===== config.mk =====
export PLATFORM = sky130hd
export DESIGN_NAME = hood_mode_ctrl
export DESIGN_NICKNAME = d
export VERILOG_FILES = /design/src/rtl/hood_pkg.sv /design/src/rtl/hood_mode_ctrl_countdown.sv /design/src/rtl/hood_mode_ctrl.sv
export SDC_FILE = /design/constraint.sdc
export NUM_CORES = 1
export LEC_CHECK = 0
export CORE_ASPECT_RATIO = 0.75
export CORE_UTILIZATION = 32
export CTS_CLUSTER_DIAMETER = 120
export DETAILED_ROUTE_END_ITERATION = 8
export RECOVER_POWER = 25
export REMOVE_ABC_BUFFERS = 1
export SLEW_MARGIN = 20
export SYNTH_ARGS = -nofsm -noshare
export SYNTH_HDL_FRONTEND = slang
export SYNTH_SLANG_ARGS = --single-unit
export TNS_END_PERCENT = 30

===== constraint.sdc =====
create_clock -name clk -period 2.6 [get_ports clk]
set_clock_uncertainty 0.1 [all_clocks]
set_input_delay 0.52 -clock clk [delete_from_list [all_inputs] [get_ports clk]]
set_output_delay 0.52 -clock clk [all_outputs]
set_load 0.02 [all_outputs]

===== src/rtl/hood_pkg.sv =====
// hood_pkg: shared definitions for the kitchen-hood mode sequencer.
//   mode_e        - modestate encodings driven to the display path
//   FAN_*         - fan speed codes
//   KEY_*         - bit positions in the packed key vector; a higher index
//                   means a higher priority when keys arrive together
//   mmss_t        - minutes/seconds pair used by the countdown
//   sec_to_mmss   - splits a whole-second duration into mm:ss
//   fan_for_mode  - fan speed driven in each mode
package hood_pkg;

  typedef enum logic [2:0] {
    MODE_OFF     = 3'b000,
    MODE_STANDBY = 3'b001,
    MODE_L1      = 3'b010,
    MODE_L2      = 3'b011,
    MODE_L3      = 3'b101,
    MODE_EXHAUST = 3'b110,
    MODE_CLEAN   = 3'b100
  } mode_e;

  localparam logic [1:0] FAN_OFF  = 2'd0;
  localparam logic [1:0] FAN_LOW  = 2'd1;
  localparam logic [1:0] FAN_MID  = 2'd2;
  localparam logic [1:0] FAN_HIGH = 2'd3;

  // Key vector layout, lowest priority at bit 0.
  localparam int KEY_L1    = 0;
  localparam int KEY_L2    = 1;
  localparam int KEY_L3    = 2;
  localparam int KEY_CLEAN = 3;
  localparam int KEY_MENU  = 4;
  localparam int KEY_POWER = 5;
  localparam int NUM_KEYS  = 6;

  typedef struct packed {
    logic [5:0] min;
    logic [5:0] sec;
  } mmss_t;

  function automatic mmss_t sec_to_mmss(input int unsigned total);
    mmss_t r;
    r.min = 6'(total / 32'd60);
    r.sec = 6'(total % 32'd60);
    return r;
  endfunction

  function automatic logic [1:0] fan_for_mode(input mode_e m);
    logic [1:0] f;
    case (m)
      MODE_L1:      f = FAN_LOW;
      MODE_L2:      f = FAN_MID;
      MODE_L3:      f = FAN_HIGH;
      MODE_EXHAUST: f = FAN_MID;
      default:      f = FAN_OFF;
    endcase
    return f;
  endfunction

endpackage


===== src/rtl/hood_mode_ctrl_countdown.sv =====
// sec_countdown: shared mm:ss down-counter with a 1-second tick divider.
//   clk, rst     - clock, synchronous active-high reset
//   load         - start a new countdown from load_val (divider restarts)
//   stop         - abandon the countdown, return to 0:00 idle
//   load_val     - mm:ss start value
//   remain_min   - registered minutes remaining
//   remain_sec   - registered seconds remaining
//   running      - registered, high while counting
//   expire       - combinational, high during the cycle whose tick takes
//                  0:01 to 0:00, so the owner can switch state on that edge
module sec_countdown
  import hood_pkg::*;
#(
  parameter int unsigned CLK_HZ = 100_000_000
) (
  input  logic       clk,
  input  logic       rst,
  input  logic       load,
  input  logic       stop,
  input  mmss_t      load_val,
  output logic [5:0] remain_min,
  output logic [5:0] remain_sec,
  output logic       running,
  output logic       expire
);

  localparam int unsigned DIV_W = (CLK_HZ > 32'd1) ? $clog2(CLK_HZ) : 1;
  localparam logic [DIV_W-1:0] DIV_LAST = DIV_W'(CLK_HZ - 32'd1);
  localparam logic [DIV_W-1:0] DIV_ONE  = DIV_W'(32'd1);
  localparam logic [DIV_W-1:0] DIV_ZERO = {DIV_W{1'b0}};

  logic [DIV_W-1:0] div_r;
  logic             tick_s;

  // Tick at divider terminal count; expiry is the tick that reaches 0:00.
  always_comb begin
    tick_s = 1'b0;
    expire = 1'b0;
    if (running && (div_r == DIV_LAST)) begin
      tick_s = 1'b1;
    end else begin
      tick_s = 1'b0;
    end
    if (tick_s && (remain_min == 6'd0) && (remain_sec == 6'd1)) begin
      expire = 1'b1;
    end else begin
      expire = 1'b0;
    end
  end

  // Divider and mm:ss register update; load wins over everything but reset.
  always_ff @(posedge clk) begin
    if (rst) begin
      div_r      <= DIV_ZERO;
      remain_min <= 6'd0;
      remain_sec <= 6'd0;
      running    <= 1'b0;
    end else if (load) begin
      div_r      <= DIV_ZERO;
      remain_min <= load_val.min;
      remain_sec <= load_val.sec;
      running    <= 1'b1;
    end else if (stop || expire) begin
      div_r      <= DIV_ZERO;
      remain_min <= 6'd0;
      remain_sec <= 6'd0;
      running    <= 1'b0;
    end else if (tick_s) begin
      div_r <= DIV_ZERO;
      if (remain_sec != 6'd0) begin
        remain_sec <= remain_sec - 6'd1;
      end else if (remain_min != 6'd0) begin
        // Minute borrow: m:00 -> (m-1):59.
        remain_sec <= 6'd59;
        remain_min <= remain_min - 6'd1;
      end else begin
        // Loaded with 0:00; nothing left to count.
        running <= 1'b0;
      end
    end else if (running) begin
      div_r <= div_r + DIV_ONE;
    end else begin
      div_r <= DIV_ZERO;
    end
  end

endmodule


===== src/rtl/hood_mode_ctrl.sv =====
// hood_mode_ctrl: kitchen-hood mode sequencer.
//   clk, rst               - clock, synchronous active-high reset
//   power_key, menu_key    - one-cycle key pulses (power toggle, back to standby)
//   l1_key, l2_key, l3_key - one-cycle key pulses, fan level select
//   clean_key              - one-cycle key pulse, start self-clean
//   modestate              - registered current mode (hood_pkg::mode_e encoding)
//   fan_level              - registered fan speed 0..3
//   remain_min, remain_sec - registered countdown for timed modes
//   timer_run              - registered, high while a timed mode counts
//   clean_done             - registered one-cycle pulse on self-clean completion
// Keys act one cycle later; when several arrive together only the highest
// priority key that is meaningful in the current mode acts.
module hood_mode_ctrl
  import hood_pkg::*;
#(
  parameter int unsigned CLK_HZ      = 100_000_000,
  parameter int unsigned CLEAN_SEC   = 180,
  parameter int unsigned STORM_SEC   = 60,
  parameter int unsigned EXHAUST_SEC = 60
) (
  input  logic       clk,
  input  logic       rst,
  input  logic       power_key,
  input  logic       menu_key,
  input  logic       l1_key,
  input  logic       l2_key,
  input  logic       l3_key,
  input  logic       clean_key,
  output logic [2:0] modestate,
  output logic [1:0] fan_level,
  output logic [5:0] remain_min,
  output logic [5:0] remain_sec,
  output logic       timer_run,
  output logic       clean_done
);

  localparam mmss_t CLEAN_MMSS   = sec_to_mmss(CLEAN_SEC);
  localparam mmss_t STORM_MMSS   = sec_to_mmss(STORM_SEC);
  localparam mmss_t EXHAUST_MMSS = sec_to_mmss(EXHAUST_SEC);

  mode_e               state_r;
  mode_e               next_s;
  logic [1:0]          fan_r;
  logic                done_r;
  logic                done_s;
  logic [NUM_KEYS-1:0] keys_s;
  logic                expire_s;
  logic                load_s;
  logic                stop_s;
  mmss_t               load_val_s;

  assign keys_s = {power_key, menu_key, clean_key, l3_key, l2_key, l1_key};

  // Next-mode decision: per-mode priority chain, keys before timer expiry.
  always_comb begin
    next_s = state_r;
    done_s = 1'b0;
    case (state_r)
      MODE_OFF: begin
        if (keys_s[KEY_POWER]) next_s = MODE_STANDBY;
        else                   next_s = state_r;
      end
      MODE_STANDBY: begin
        if (keys_s[KEY_POWER])      next_s = MODE_OFF;
        else if (keys_s[KEY_CLEAN]) next_s = MODE_CLEAN;
        else if (keys_s[KEY_L3])    next_s = MODE_L3;
        else if (keys_s[KEY_L2])    next_s = MODE_L2;
        else if (keys_s[KEY_L1])    next_s = MODE_L1;
        else                        next_s = state_r;
      end
      MODE_L1, MODE_L2: begin
        if (keys_s[KEY_POWER])     next_s = MODE_OFF;
        else if (keys_s[KEY_MENU]) next_s = MODE_STANDBY;
        else if (keys_s[KEY_L3])   next_s = MODE_L3;
        else if (keys_s[KEY_L2])   next_s = MODE_L2;
        else if (keys_s[KEY_L1])   next_s = MODE_L1;
        else                       next_s = state_r;
      end
      MODE_L3: begin
        // l3 while already in L3 keeps the running storm timer.
        if (keys_s[KEY_POWER])     next_s = MODE_OFF;
        else if (keys_s[KEY_MENU]) next_s = MODE_EXHAUST;
        else if (expire_s)         next_s = MODE_L2;
        else                       next_s = state_r;
      end
      MODE_EXHAUST: begin
        if (keys_s[KEY_POWER]) next_s = MODE_OFF;
        else if (expire_s)     next_s = MODE_STANDBY;
        else                   next_s = state_r;
      end
      MODE_CLEAN: begin
        // Power aborts silently; only natural completion reports done.
        if (keys_s[KEY_POWER]) begin
          next_s = MODE_OFF;
          done_s = 1'b0;
        end else if (expire_s) begin
          next_s = MODE_STANDBY;
          done_s = 1'b1;
        end else begin
          next_s = state_r;
          done_s = 1'b0;
        end
      end
      default: begin
        next_s = MODE_OFF;
        done_s = 1'b0;
      end
    endcase
  end

  // Countdown control: load on entry into a timed mode, idle elsewhere.
  always_comb begin
    load_s     = 1'b0;
    stop_s     = 1'b0;
    load_val_s = '{min: 6'd0, sec: 6'd0};
    case (next_s)
      MODE_L3: begin
        load_val_s = STORM_MMSS;
        if (state_r != MODE_L3) load_s = 1'b1;
        else                    load_s = 1'b0;
      end
      MODE_EXHAUST: begin
        load_val_s = EXHAUST_MMSS;
        if (state_r != MODE_EXHAUST) load_s = 1'b1;
        else                         load_s = 1'b0;
      end
      MODE_CLEAN: begin
        load_val_s = CLEAN_MMSS;
        if (state_r != MODE_CLEAN) load_s = 1'b1;
        else                       load_s = 1'b0;
      end
      default: begin
        stop_s = 1'b1;
      end
    endcase
  end

  // Mode register and the outputs derived from the next mode.
  always_ff @(posedge clk) begin
    if (rst) begin
      state_r <= MODE_OFF;
      fan_r   <= FAN_OFF;
      done_r  <= 1'b0;
    end else begin
      state_r <= next_s;
      fan_r   <= fan_for_mode(next_s);
      done_r  <= done_s;
    end
  end

  sec_countdown #(
    .CLK_HZ(CLK_HZ)
  ) u_countdown (
    .clk        (clk),
    .rst        (rst),
    .load       (load_s),
    .stop       (stop_s),
    .load_val   (load_val_s),
    .remain_min (remain_min),
    .remain_sec (remain_sec),
    .running    (timer_run),
    .expire     (expire_s)
  );

  assign modestate  = state_r;
  assign fan_level  = fan_r;
  assign clean_done = done_r;

endmodule


==> results.sh <==
export IMPL_status="completed"
export IMPL_dpl_hpwl_um=4282
export IMPL_cts_max_path_buffers=2
export IMPL_drt_pass1_iterations=4
export IMPL_clkPwrFrac=0.389
export IMPL_cts_tree="done"
export IMPL_fin_hold_ws_ns=0.3171
export IMPL_worstPathCellList="clkdlybuf4s50_1, nor3b_1, o32ai_1, a221o_1, o32ai_4, buf_4, nand4_2, buf_12, nor2_1"
export IMPL_cts_made_buffers=5
export IMPL_first_global_vias=2095
export IMPL_ant_nets=0
export IMPL_max_slew_margin_rel=0.6603
export IMPL_critPathKind="primary input to register"
export IMPL_wl_per_cell_um=12.55
export IMPL_pwr_share_seq=0.515
export IMPL_grt_max_degree=28
export IMPL_async_flop_share=0
export IMPL_r2r_cells=8
export IMPL_fin_nets=363
export IMPL_wirelength_um=5662
export IMPL_setup_violations=0
export IMPL_slowest_stage="clkdlybuf4s50_1"
export IMPL_r2r_setup_slack_ns=0.13
export IMPL_r2r_end="u_countdown.remain_min[3]"
export IMPL_area_growth_pct=33.50
export IMPL_syn_area_um2=2442
export IMPL_crit_buf_inv=3
export IMPL_drv_slew=0
export IMPL_die_h_um=77.66
export IMPL_multi_input_area_um2=1466
export IMPL_yosys_cell_types_count=54
export IMPL_synth_flop_cell="dfxtp_1"
export IMPL_irDropWorstVdd_mv=0.2204
export IMPL_clkLatencyLatePin_ns=0.30
export IMPL_dr_first_iter_drc_count=94
export IMPL_cap_violations=0
export IMPL_crit_arrival_ns=2.66
export IMPL_yosysWarnings=0
export IMPL_timing_fmax_mhz=398.2
export IMPL_power_density_nw_per_um2=426.9
export IMPL_clkSinkCount=46
export IMPL_vias=2181
export IMPL_grt_overflow=0
export IMPL_fp_dieW_um=102.9
export IMPL_required_ns=2.75
export IMPL_end_kind="register"
export IMPL_dpl_cell_count=440
export IMPL_rows=27
export IMPL_postPlaceCellArea_um2=3113
export IMPL_drive_gt1_frac=0.2143
export IMPL_crit_fanout=27
export IMPL_regArea_um2=922.1
export IMPL_via_per_inst=4.836
export IMPL_start_util=0.3316
export IMPL_post_route_period_util=0.9659
export IMPL_synth_seq_cells=46
export IMPL_min_to="u_countdown.div_r[0]"
export IMPL_root_buffer="clkbuf_8"
export IMPL_die_area_um2=7990
export IMPL_p_sw_frac=0.2323
export IMPL_tns_ns=0
export IMPL_syn_inst=279
export IMPL_htree_levels=2
export IMPL_dp_worst_setup_slack_ns=-0.2875
export IMPL_diodes=0
export IMPL_drc=0
export IMPL_rsz0062_at_grt="yes"
export IMPL_period_minus_slack_ns=2.511
export IMPL_synth_edf_count=0
export IMPL_fin_area_um2=3261
export IMPL_slowest_delay_ns=0.48
export IMPL_grt_pass1_wl_um=9535
export IMPL_whs_path_depth=1
export IMPL_hold_viol=0
export IMPL_antenna_found_initial=0
export IMPL_portBuffers=26
export IMPL_cp_top_family="buffers and inverters"
export IMPL_gp_congestion=0.8610
export IMPL_p_int_mw=1.069
export IMPL_fill_cells=751
export IMPL_combinationalPowerShare=0.097
export IMPL_io_pins=27
export IMPL_min_from="u_countdown.div_r[0]"
export IMPL_path_clk_slew_ns=0.09
export IMPL_setup_ws_ns=0.08873
export IMPL_switchingPower_mw=0.3234
export IMPL_track_usage=0.1529
export IMPL_leakage_nw=1.246
export IMPL_core_area_um2=7365
export IMPL_min_path_type="register to register"
export IMPL_final_instance_count_excl_fill=451
export IMPL_tightestPinTransition_ns=0.5087
export IMPL_startpoint_type="primary input"
export IMPL_yosysSeqAreaShare=0.3770
export IMPL_synth_area_per_cell_um2=8.754
export IMPL_timing_rr_start="u_countdown.div_r[9]"
final cells by class:
type	count	share of cell area
flip-flops and latches	46	0.2828
multi-input cells	217	0.4497
repair buffers	69	0.1827
clock inverters	3	0.01343
well taps	101	0.03876
inverters	10	0.01151
clock buffers	5	0.02111
synth_stat cells, drive strengths merged (9+ instances only):
master	count	area share
dfxtp	46	0.38
inv	10	0.015
nor3	9	0.018
nand3	13	0.027
xnor2	14	0.050
xor2	15	0.054
a21oi	9	0.018
nand2	21	0.033
nor2	52	0.080
nand4	13	0.038
power by group through the flow:
stage	sequential (mW)	combinational, mW	clock, mW
after CTS	0.717	0.128	0.564
after global placement	0.733	0.128	0
final	0.716	0.134	0.541
after detailed placement	0.733	0.127	0
after global routing	0.718	0.146	0.586
after floorplan	0.739	0.0583	0
worst max path at each step:
| stage | start | to | slack, ns | depth (start not counted) |
|---|---|---|---|---|
| 4_1_cts | u_countdown.div_r[9] | u_countdown.remain_min[3] | 0.02 | 8 |
| 3_5_place_dp | l1_key | u_countdown.remain_min[1] | -0.29 | 8 |
| 3_3_place_gp | l1_key | u_countdown.remain_min[2] | -0.21 | 9 |
| 6_report | l1_key | u_countdown.div_r[25] | 0.09 | 9 |
| 2_1_floorplan | modestate[1] | u_countdown.div_r[10] | 0.04 | 6 |
| 5_1_grt | u_countdown.div_r[12] | u_countdown.remain_min[3] | -0.02 | 9 |
placed cells by master, fill, tap and decap left out, types with 9 or more instances in the layout:
cell             instances
nor2_1                  52
dfxtp_1                 45
buf_4                   42
nand2_1                 20
xor2_1                  15
xnor2_1                 14
dlygate4sd3_1           14
nand3_1                 13
clkdlybuf4s50_1         12
nand4_1                 11
nor3_1                   9
a21oi_1                  9
logic make-up after synthesis:
logic type / Yosys count / share of synthesized area
simple gates: 144 / 0.3258
flops: 46 / 0.3770
compound gates: 35 / 0.1224
xor+xnor: 29 / 0.1040
buf+inv: 16 / 0.02715
fa+ha+maj: 7 / 0.03535
mux: 2 / 0.008197
what timing repair did:
item,CTS,global route
endpoints found under the setup margin,0,18
gates resized for setup,0,4
hold buffers,0,0
buffers inserted,0,3
per-stage QoR:
| stage | util | total power [mW] |
|---|---|---|
| floorplan | - | 0.7975 |
| global placement | 0.4227 | 0.8606 |
| detailed placement | 0.4227 | 0.8605 |
| CTS | 0.4380 | 1.409 |
| global route | 0.4427 | 1.450 |
| finish | 0.4427 | 1.392 |
routing by layer:
| layer | track usage | up-vias | wire length [µm] |
|---|---|---|---|
| met3 | 0.03243 | 7 | 232 |
| met2 | 0.2240 | 40 | 2377 |
| met1 | 0.2235 | 1007 | 2989 |
| met4 | 0.04225 | 0 | 62 |
| met5 | 0 | - | 0 |
| li1 | - | 1127 | - |
state kept, by name (all words and copies together), names as in the netlist:
register / flops
u_countdown.div_r: 27
u_countdown.remain_sec: 6
u_countdown.remain_min: 6
clean_done: 1
modestate: 3
u_countdown.running: 1
fan_level: 2
No activity file was read; power rests on OpenSTA's default activity.
